File: src/rtl/snand_clk_pkg.sv
// Shared types and constants for the SNAND clocking blocks.
// Contents:
//   pll_rst_state_t       - lock supervisor FSM encoding (2 bits)
//   DEF_*_CYCLES          - default cycle counts for the reset sequencer
//   LOSS_CNT_W            - width of the saturating lock-loss counter
//   max3()                - elaboration helper used to size the cycle counter
package snand_clk_pkg;

   typedef enum logic [1:0] {
      PLL_RST   = 2'd0,
      WAIT_LOCK = 2'd1,
      STABLE    = 2'd2,
      RUN       = 2'd3
   } pll_rst_state_t;

   localparam int DEF_PLL_RST_CYCLES      = 16;
   localparam int DEF_LOCK_STABLE_CYCLES  = 1024;
   localparam int DEF_LOCK_TIMEOUT_CYCLES = 50000;  // 1 ms at 50 MHz

   localparam int LOSS_CNT_W = 8;

   function automatic int max3(input int a, input int b, input int c);
      int m;
      m = (a > b) ? a : b;
      return (m > c) ? m : c;
   endfunction

endpackage

File: src/rtl/snand_pll_reset_ctrl_if.sv
// Signal bundle between the PLL lock supervisor and its surroundings.
// master (the supervisor):
//   in  locked        - raw PLL lock, asynchronous to refclk
//   in  relock_req    - single-cycle pulse forcing a PLL re-reset
//   out pll_rst       - PLL reset
//   out sys_rst       - reset for PLL-clocked logic
//   out ready         - high only while running
//   out timeout_err   - sticky lock-timeout flag
//   out lock_loss_cnt - saturating count of lock losses while running
//   out state         - current FSM state, for observation
// slave: the mirror image.
// Handshake: there is no valid/ready transfer here; relock_req is a level
// sampled on every refclk edge, and every output is a registered level.
interface snand_pll_reset_ctrl_if;
   import snand_clk_pkg::*;

   logic                  locked;
   logic                  relock_req;
   logic                  pll_rst;
   logic                  sys_rst;
   logic                  ready;
   logic                  timeout_err;
   logic [LOSS_CNT_W-1:0] lock_loss_cnt;
   pll_rst_state_t        state;

   modport master (
      input  locked, relock_req,
      output pll_rst, sys_rst, ready, timeout_err, lock_loss_cnt, state
   );

   modport slave (
      output locked, relock_req,
      input  pll_rst, sys_rst, ready, timeout_err, lock_loss_cnt, state
   );

endinterface

File: src/rtl/snand_sync2.sv
// Generic two-flop synchronizer with asynchronous clear.
// Ports:
//   clk - destination clock
//   clr - asynchronous active-high clear (both flops to 0)
//   d   - asynchronous input
//   q   - synchronized output, two clk edges of latency
module snand_sync2 #(
   parameter int W = 1
) (
   input  logic         clk,
   input  logic         clr,
   input  logic [W-1:0] d,
   output logic [W-1:0] q
);

   logic [W-1:0] meta;

   always_ff @(posedge clk or posedge clr) begin
      if (clr) begin
         meta <= '0;
         q    <= '0;
      end else begin
         meta <= d;
         q    <= meta;
      end
   end

endmodule

File: src/rtl/snand_pll_reset_ctrl.sv
// PLL lock supervisor and system reset sequencer on the 50 MHz refclk domain.
// Holds the PLL in reset, waits for lock, requires lock to stay stable before
// releasing sys_rst, and re-arms the PLL on lock timeout or relock_req.
// Ports:
//   refclk - sole clock
//   rst    - asynchronous active-high reset
//   bus    - snand_pll_reset_ctrl_if.master (lock input, relock request,
//            reset outputs, status flags, lock-loss counter, FSM state)
module snand_pll_reset_ctrl
   import snand_clk_pkg::*;
#(
   parameter int PLL_RST_CYCLES      = DEF_PLL_RST_CYCLES,
   parameter int LOCK_STABLE_CYCLES  = DEF_LOCK_STABLE_CYCLES,
   parameter int LOCK_TIMEOUT_CYCLES = DEF_LOCK_TIMEOUT_CYCLES,
   parameter int CNT_W               = 16
) (
   input  logic                    refclk,
   input  logic                    rst,
   snand_pll_reset_ctrl_if.master  bus
);

   if (CNT_W < $clog2(max3(PLL_RST_CYCLES, LOCK_STABLE_CYCLES, LOCK_TIMEOUT_CYCLES)))
   begin : g_cnt_w_check
      $error("snand_pll_reset_ctrl: CNT_W too small for the cycle-count parameters");
   end

   localparam logic [CNT_W-1:0] PLL_LAST     = CNT_W'(PLL_RST_CYCLES - 1);
   localparam logic [CNT_W-1:0] STABLE_LAST  = CNT_W'(LOCK_STABLE_CYCLES - 1);
   localparam logic [CNT_W-1:0] TIMEOUT_LAST = CNT_W'(LOCK_TIMEOUT_CYCLES - 1);
   localparam logic [CNT_W-1:0] CNT_ONE      = CNT_W'(1);
   localparam logic [LOSS_CNT_W-1:0] LOSS_ONE = LOSS_CNT_W'(1);

   logic                  locked_s;
   pll_rst_state_t        state_q;
   logic [CNT_W-1:0]      cnt_q;
   logic                  pll_rst_q;
   logic                  sys_rst_q;
   logic                  ready_q;
   logic                  timeout_err_q;
   logic [LOSS_CNT_W-1:0] loss_cnt_q;

   snand_sync2 #(.W(1)) u_lock_sync (
      .clk (refclk),
      .clr (rst),
      .d   (bus.locked),
      .q   (locked_s)
   );

   // Outputs are loaded alongside the state so each is a clean flop.
   always_ff @(posedge refclk or posedge rst) begin
      if (rst) begin
         state_q       <= PLL_RST;
         cnt_q         <= '0;
         pll_rst_q     <= 1'b1;
         sys_rst_q     <= 1'b1;
         ready_q       <= 1'b0;
         timeout_err_q <= 1'b0;
         loss_cnt_q    <= '0;
      end else if (bus.relock_req) begin
         // Overrides any pending timeout, so timeout_err is not set here.
         state_q   <= PLL_RST;
         cnt_q     <= '0;
         pll_rst_q <= 1'b1;
         sys_rst_q <= 1'b1;
         ready_q   <= 1'b0;
      end else begin
         case (state_q)
            PLL_RST: begin
               if (cnt_q == PLL_LAST) begin
                  state_q   <= WAIT_LOCK;
                  cnt_q     <= '0;
                  pll_rst_q <= 1'b0;
               end else begin
                  cnt_q <= cnt_q + CNT_ONE;
               end
            end
            WAIT_LOCK: begin
               if (locked_s) begin
                  state_q <= STABLE;
                  cnt_q   <= '0;
               end else if (cnt_q == TIMEOUT_LAST) begin
                  state_q       <= PLL_RST;
                  cnt_q         <= '0;
                  pll_rst_q     <= 1'b1;
                  timeout_err_q <= 1'b1;
               end else begin
                  cnt_q <= cnt_q + CNT_ONE;
               end
            end
            STABLE: begin
               // A drop here is a glitch during qualification, not a loss.
               if (!locked_s) begin
                  state_q <= WAIT_LOCK;
                  cnt_q   <= '0;
               end else if (cnt_q == STABLE_LAST) begin
                  state_q   <= RUN;
                  cnt_q     <= '0;
                  sys_rst_q <= 1'b0;
                  ready_q   <= 1'b1;
               end else begin
                  cnt_q <= cnt_q + CNT_ONE;
               end
            end
            RUN: begin
               // Lock loss goes back to waiting without re-resetting the PLL.
               if (!locked_s) begin
                  state_q   <= WAIT_LOCK;
                  cnt_q     <= '0;
                  sys_rst_q <= 1'b1;
                  ready_q   <= 1'b0;
                  if (loss_cnt_q != '1) begin
                     loss_cnt_q <= loss_cnt_q + LOSS_ONE;
                  end
               end
            end
            default: begin
               state_q   <= PLL_RST;
               cnt_q     <= '0;
               pll_rst_q <= 1'b1;
               sys_rst_q <= 1'b1;
               ready_q   <= 1'b0;
            end
         endcase
      end
   end

   assign bus.pll_rst       = pll_rst_q;
   assign bus.sys_rst       = sys_rst_q;
   assign bus.ready         = ready_q;
   assign bus.timeout_err   = timeout_err_q;
   assign bus.lock_loss_cnt = loss_cnt_q;
   assign bus.state         = state_q;

endmodule

File: src/flat_wrapper.sv
// flat-port wrapper written by rule: the top's interface ports become plain ports
module snand_pll_reset_ctrl_flat import snand_clk_pkg::*;
#(
   parameter int PLL_RST_CYCLES      = DEF_PLL_RST_CYCLES,
   parameter int LOCK_STABLE_CYCLES  = DEF_LOCK_STABLE_CYCLES,
   parameter int LOCK_TIMEOUT_CYCLES = DEF_LOCK_TIMEOUT_CYCLES,
   parameter int CNT_W               = 16
)
  (refclk, rst, bus_locked, bus_relock_req, bus_pll_rst, bus_sys_rst, bus_ready, bus_timeout_err, bus_lock_loss_cnt, bus_state);
  snand_pll_reset_ctrl_if bus_i ();
  input  logic refclk;
  input  logic rst;
  input wire logic [$bits(bus_i.locked)-1:0] bus_locked;
  input wire logic [$bits(bus_i.relock_req)-1:0] bus_relock_req;
  output wire logic [$bits(bus_i.pll_rst)-1:0] bus_pll_rst;
  output wire logic [$bits(bus_i.sys_rst)-1:0] bus_sys_rst;
  output wire logic [$bits(bus_i.ready)-1:0] bus_ready;
  output wire logic [$bits(bus_i.timeout_err)-1:0] bus_timeout_err;
  output wire logic [$bits(bus_i.lock_loss_cnt)-1:0] bus_lock_loss_cnt;
  output wire logic [$bits(bus_i.state)-1:0] bus_state;
  assign bus_i.locked = bus_locked;
  assign bus_i.relock_req = bus_relock_req;
  assign bus_pll_rst = bus_i.pll_rst;
  assign bus_sys_rst = bus_i.sys_rst;
  assign bus_ready = bus_i.ready;
  assign bus_timeout_err = bus_i.timeout_err;
  assign bus_lock_loss_cnt = bus_i.lock_loss_cnt;
  assign bus_state = bus_i.state;
  snand_pll_reset_ctrl #(.PLL_RST_CYCLES(PLL_RST_CYCLES), .LOCK_STABLE_CYCLES(LOCK_STABLE_CYCLES), .LOCK_TIMEOUT_CYCLES(LOCK_TIMEOUT_CYCLES), .CNT_W(CNT_W)) u_core (.refclk(refclk), .rst(rst), .bus(bus_i));
endmodule
File: config.mk
export PLATFORM = sky130hd
export DESIGN_NAME = snand_pll_reset_ctrl_flat
export DESIGN_NICKNAME = d
export VERILOG_FILES = /design/src/rtl/snand_clk_pkg.sv /design/src/rtl/snand_pll_reset_ctrl_if.sv /design/src/rtl/snand_sync2.sv /design/src/rtl/snand_pll_reset_ctrl.sv /design/src/flat_wrapper.sv
export SDC_FILE = /design/constraint.sdc
export NUM_CORES = 1
export LEC_CHECK = 0
export CAP_MARGIN = 10
export CORE_UTILIZATION = 50
export CTS_CLUSTER_SIZE = 20
export DETAILED_ROUTE_END_ITERATION = 7
export GPL_TIMING_DRIVEN = 0
export PLACE_DENSITY_LB_ADDON = 0.15
export SLEW_MARGIN = 10
export SYNTH_ARGS = -nofsm -noshare
export SYNTH_HDL_FRONTEND = slang
export SYNTH_SLANG_ARGS = --single-unit
export TNS_END_PERCENT = 1
File: constraint.sdc
create_clock -name refclk -period 2 [get_ports refclk]
set_input_delay 0.3 -clock refclk [delete_from_list [all_inputs] [get_ports refclk]]
set_output_delay 0.3 -clock refclk [all_outputs]
set_load 0.01 [all_outputs]
==> impl_results.md <==
- Status: finished, violations left
- Failing checks: setup timing
- Via density: 5.81
- Worst-Margin Slew: around 650 ps
- Final hold slack: about 350 ps
- Final antenna-violating net count: 0
- Synth Area per Inst: 9.82 µm²
- Post-DP HPWL: 2560 µm
- Peak Freq: ~470 MHz
- CTS Buf Count: 5
- Leak: 0.000991 µW
- Clock skew: 17.8 ps
- Post-synth EDFFs: 0
- CTS root buffer: clkbuf_4
- Pint: 1000 µW
- Fin area: 0.00223 mm²
- Clk_lat worst skew: between 300 and 400 ps
- Port-buffer cells: 16
- Most frequent cell after synthesis: dfrtp_1
- Util after Layout: 66.2%
- Syn nets: 190
- Core area: ~0.0034 mm²
- DR WL/cell: between 15 and 20 µm
- Req. time, crit path: 2230 ps
- Full die area: 0.00378 mm²
- Clock Path Buffers: 2
- CTS tree: done
- Pin count of the biggest net entering global routing: 33
- Crit end category: flop
- Share of cells above drive strength 1: 21.1%
- Fin crit period: 2140 ps
- Cts hold-fix bufs: 0
- Period Utilization, post-route: 107%
- Setup Viol. Count Final: 12
- Synthesized netlist cell count: 180
- Max IR drop VDD: 404 µV
- NumNets Final: 222
- Power density cells: 601 mW/mm²
- DRT Pass-1 Iters: 4
- CTS clk-pin slew, worst paths: 110 ps
- Max-slew violations: 0
- Initial antenna violation count: 0
- Clock power share: 36.7%
- GRT Util Overall: 23.9%
- Max cap viols: 0
- Post-Place Cell Area: 0.00199 mm²
- I/O pin total: 18
- Synthesized flop and latch total: 32
- Die Ht: 61.5 µm
- Critical Path Source Type: flop
- Area grow syn2layout: 25.9%
- Vias in the first global route: 1413
- Finished Layout Cells: 259
- Width of the die: about 61 µm
- Synth top area share: 42.5%
- HP Class: in2async
- Top cells by count, synth: 30 x dfrtp_1, 19 x nand2_1, 12 x nor2_1
- Worst R2R Start: u_core.cnt_q[10]
- Final Wtd Congestion: 0.912
- FFs w/ async S/R, synth: 100%
- CP Data Arrival Time: 2370 ps
- Hold Fails Final Rpt: 0
- Mapped Area: 0.00177 mm²
- Drt initial violations: 70
- Register share of total power: 50.8%
- Combinational cell fraction of total power: roughly 12%
- CTS Sinks: 32
- Final Total Pwr: 1340 µW
- Antenna diodes: 0
- GR Overflow Total: 0
- R2r endpoint: u_core.cnt_q[15]
- Top cells by area, synth: dfrtp_1 42%, a22o_1 4.5%, ha_1 4.2%, nand2_1 4.0%, dfstp_2 3.0%
- Reg2reg setup slack: -140 ps
- Starting Density: 52.6%
- Unrepaired setup endpoints after global routing: true
- Dpl cells: 242
- Clock H-tree levels: 2
- First-pass GRT wire length: 6490 µm
- Post-layout worst setup margin: -141 ps
- Slew headroom: 56.6%
- Total Wirelength: approximately 4000 µm
- Net Sw Power: roughly 340 µW
- Register area share after synthesis: a little under half
- Yosys top cell by area: dfrtp_1
- Critical-path maximum fanout: 8
- Dominant synthesized flop cell: dfrtp_1
- R2r worst-path depth: 7
- Vias after detailed routing: ~1500
- FP Rows: 21
- DR DRC count: 0
- Worst setup path class: reg2reg
- Number of synthesis warnings: 0
- Switching part of the total: ~25%
- Distinct cells, synth: 45
==> registers in the layout, summed over array words and instances, names as in the netlist <==
name                      flops
u_core.u_lock_sync.q          1
u_core.cnt_q                 16
u_core.bus.timeout_err        1
u_core.bus.pll_rst            1
u_core.u_lock_sync.meta       1
u_core.bus.lock_loss_cnt      8
u_core.bus.ready              1
u_core.bus.sys_rst            1
u_core.bus.state              2
==> stage by stage <==
| step | worst slack (ps) | TNS, ps |
|---|---|---|
| after floorplan | -21.5 | -48.3 |
| after global placement | -317 | -3270 |
| after detailed placement | -333 | -3700 |
| after CTS | -114 | -521 |
| after global routing | -223 | -2330 |
| final | -141 | -769 |
==> critical path: stages, from the launching register on <==
cell and delay (ps):
dfrtp_2 450, nor4_4 350, and3_4 260, a21boi_4 80, o311a_1 360, buf_6 140, a21o_1 150, a22o_1 220
==> routing by layer <==
metal	part of all wire, %	GRT usage (%)	vias to the layer above
met2	50	38.7	34
met1	45	30.9	740
met5	0	0	-
met4	2.0	9.52	0
li1	-	-	725
met3	3.4	5.67	7
==> how the worst max path moves through the flow <==
stage | startpoint | end
3_3_place_gp | u_core.cnt_q[0] | u_core.cnt_q[4]
6_report | u_core.cnt_q[10] | u_core.cnt_q[15]
4_1_cts | u_core.cnt_q[10] | u_core.cnt_q[15]
2_1_floorplan | u_core.cnt_q[0] | u_core.cnt_q[12]
3_5_place_dp | u_core.cnt_q[0] | u_core.cnt_q[4]
5_1_grt | u_core.cnt_q[10] | u_core.cnt_q[15]
==> power by group through the flow <==
stage          sequential, µW  combinational [µW]  clock, µW
6_report                  680                 167        492
4_1_cts                   679                 159        502
3_5_place_dp              693                 139          0
3_3_place_gp              692                 135          0
5_1_grt                   682                 188        535
2_1_floorplan             691                99.3          0
==> what timing repair did <==
item	in CTS	in global routing
setup buffers	8	1
pin swaps	6	9
gates resized for setup	13	14
endpoints found under the setup margin	19	19
endpoints found under the hold margin	0	0
==> cells in the final DEF (no fill, tap or decap), types with 6 or more instances in the layout <==
master           netlist  routed
nand3_1               10       9
a22o_1                 9       9
clkdlybuf4s50_1        0      16
buf_4                  0       9
nor2_1                12      11
dfrtp_1               30      27
nor3_1                 9       8
and3_1                 7       6
nand2_1               19      19
==> area by class of cell <==
cell class                 instances  area [µm²]
multi-input combinational        137        1010
timing repair buffer              25         228
sequential                        32         807
clock buffer                       6        41.3
inverter                           6        22.5
clock inverter                     2        35.0
fill                             300        1140
buffer                             5        28.8
tap                               46        57.6
==> cells by family after synthesis <==
group	Yosys count	share of synthesized area, %
mux	2	1.20
simple gates	82	25.2
compound gates	40	17.6
buf+inv	11	2.83
flops	32	45.4
fa+ha+maj	6	4.25
xor+xnor	7	3.47
(Power assumes the default switching activity.)
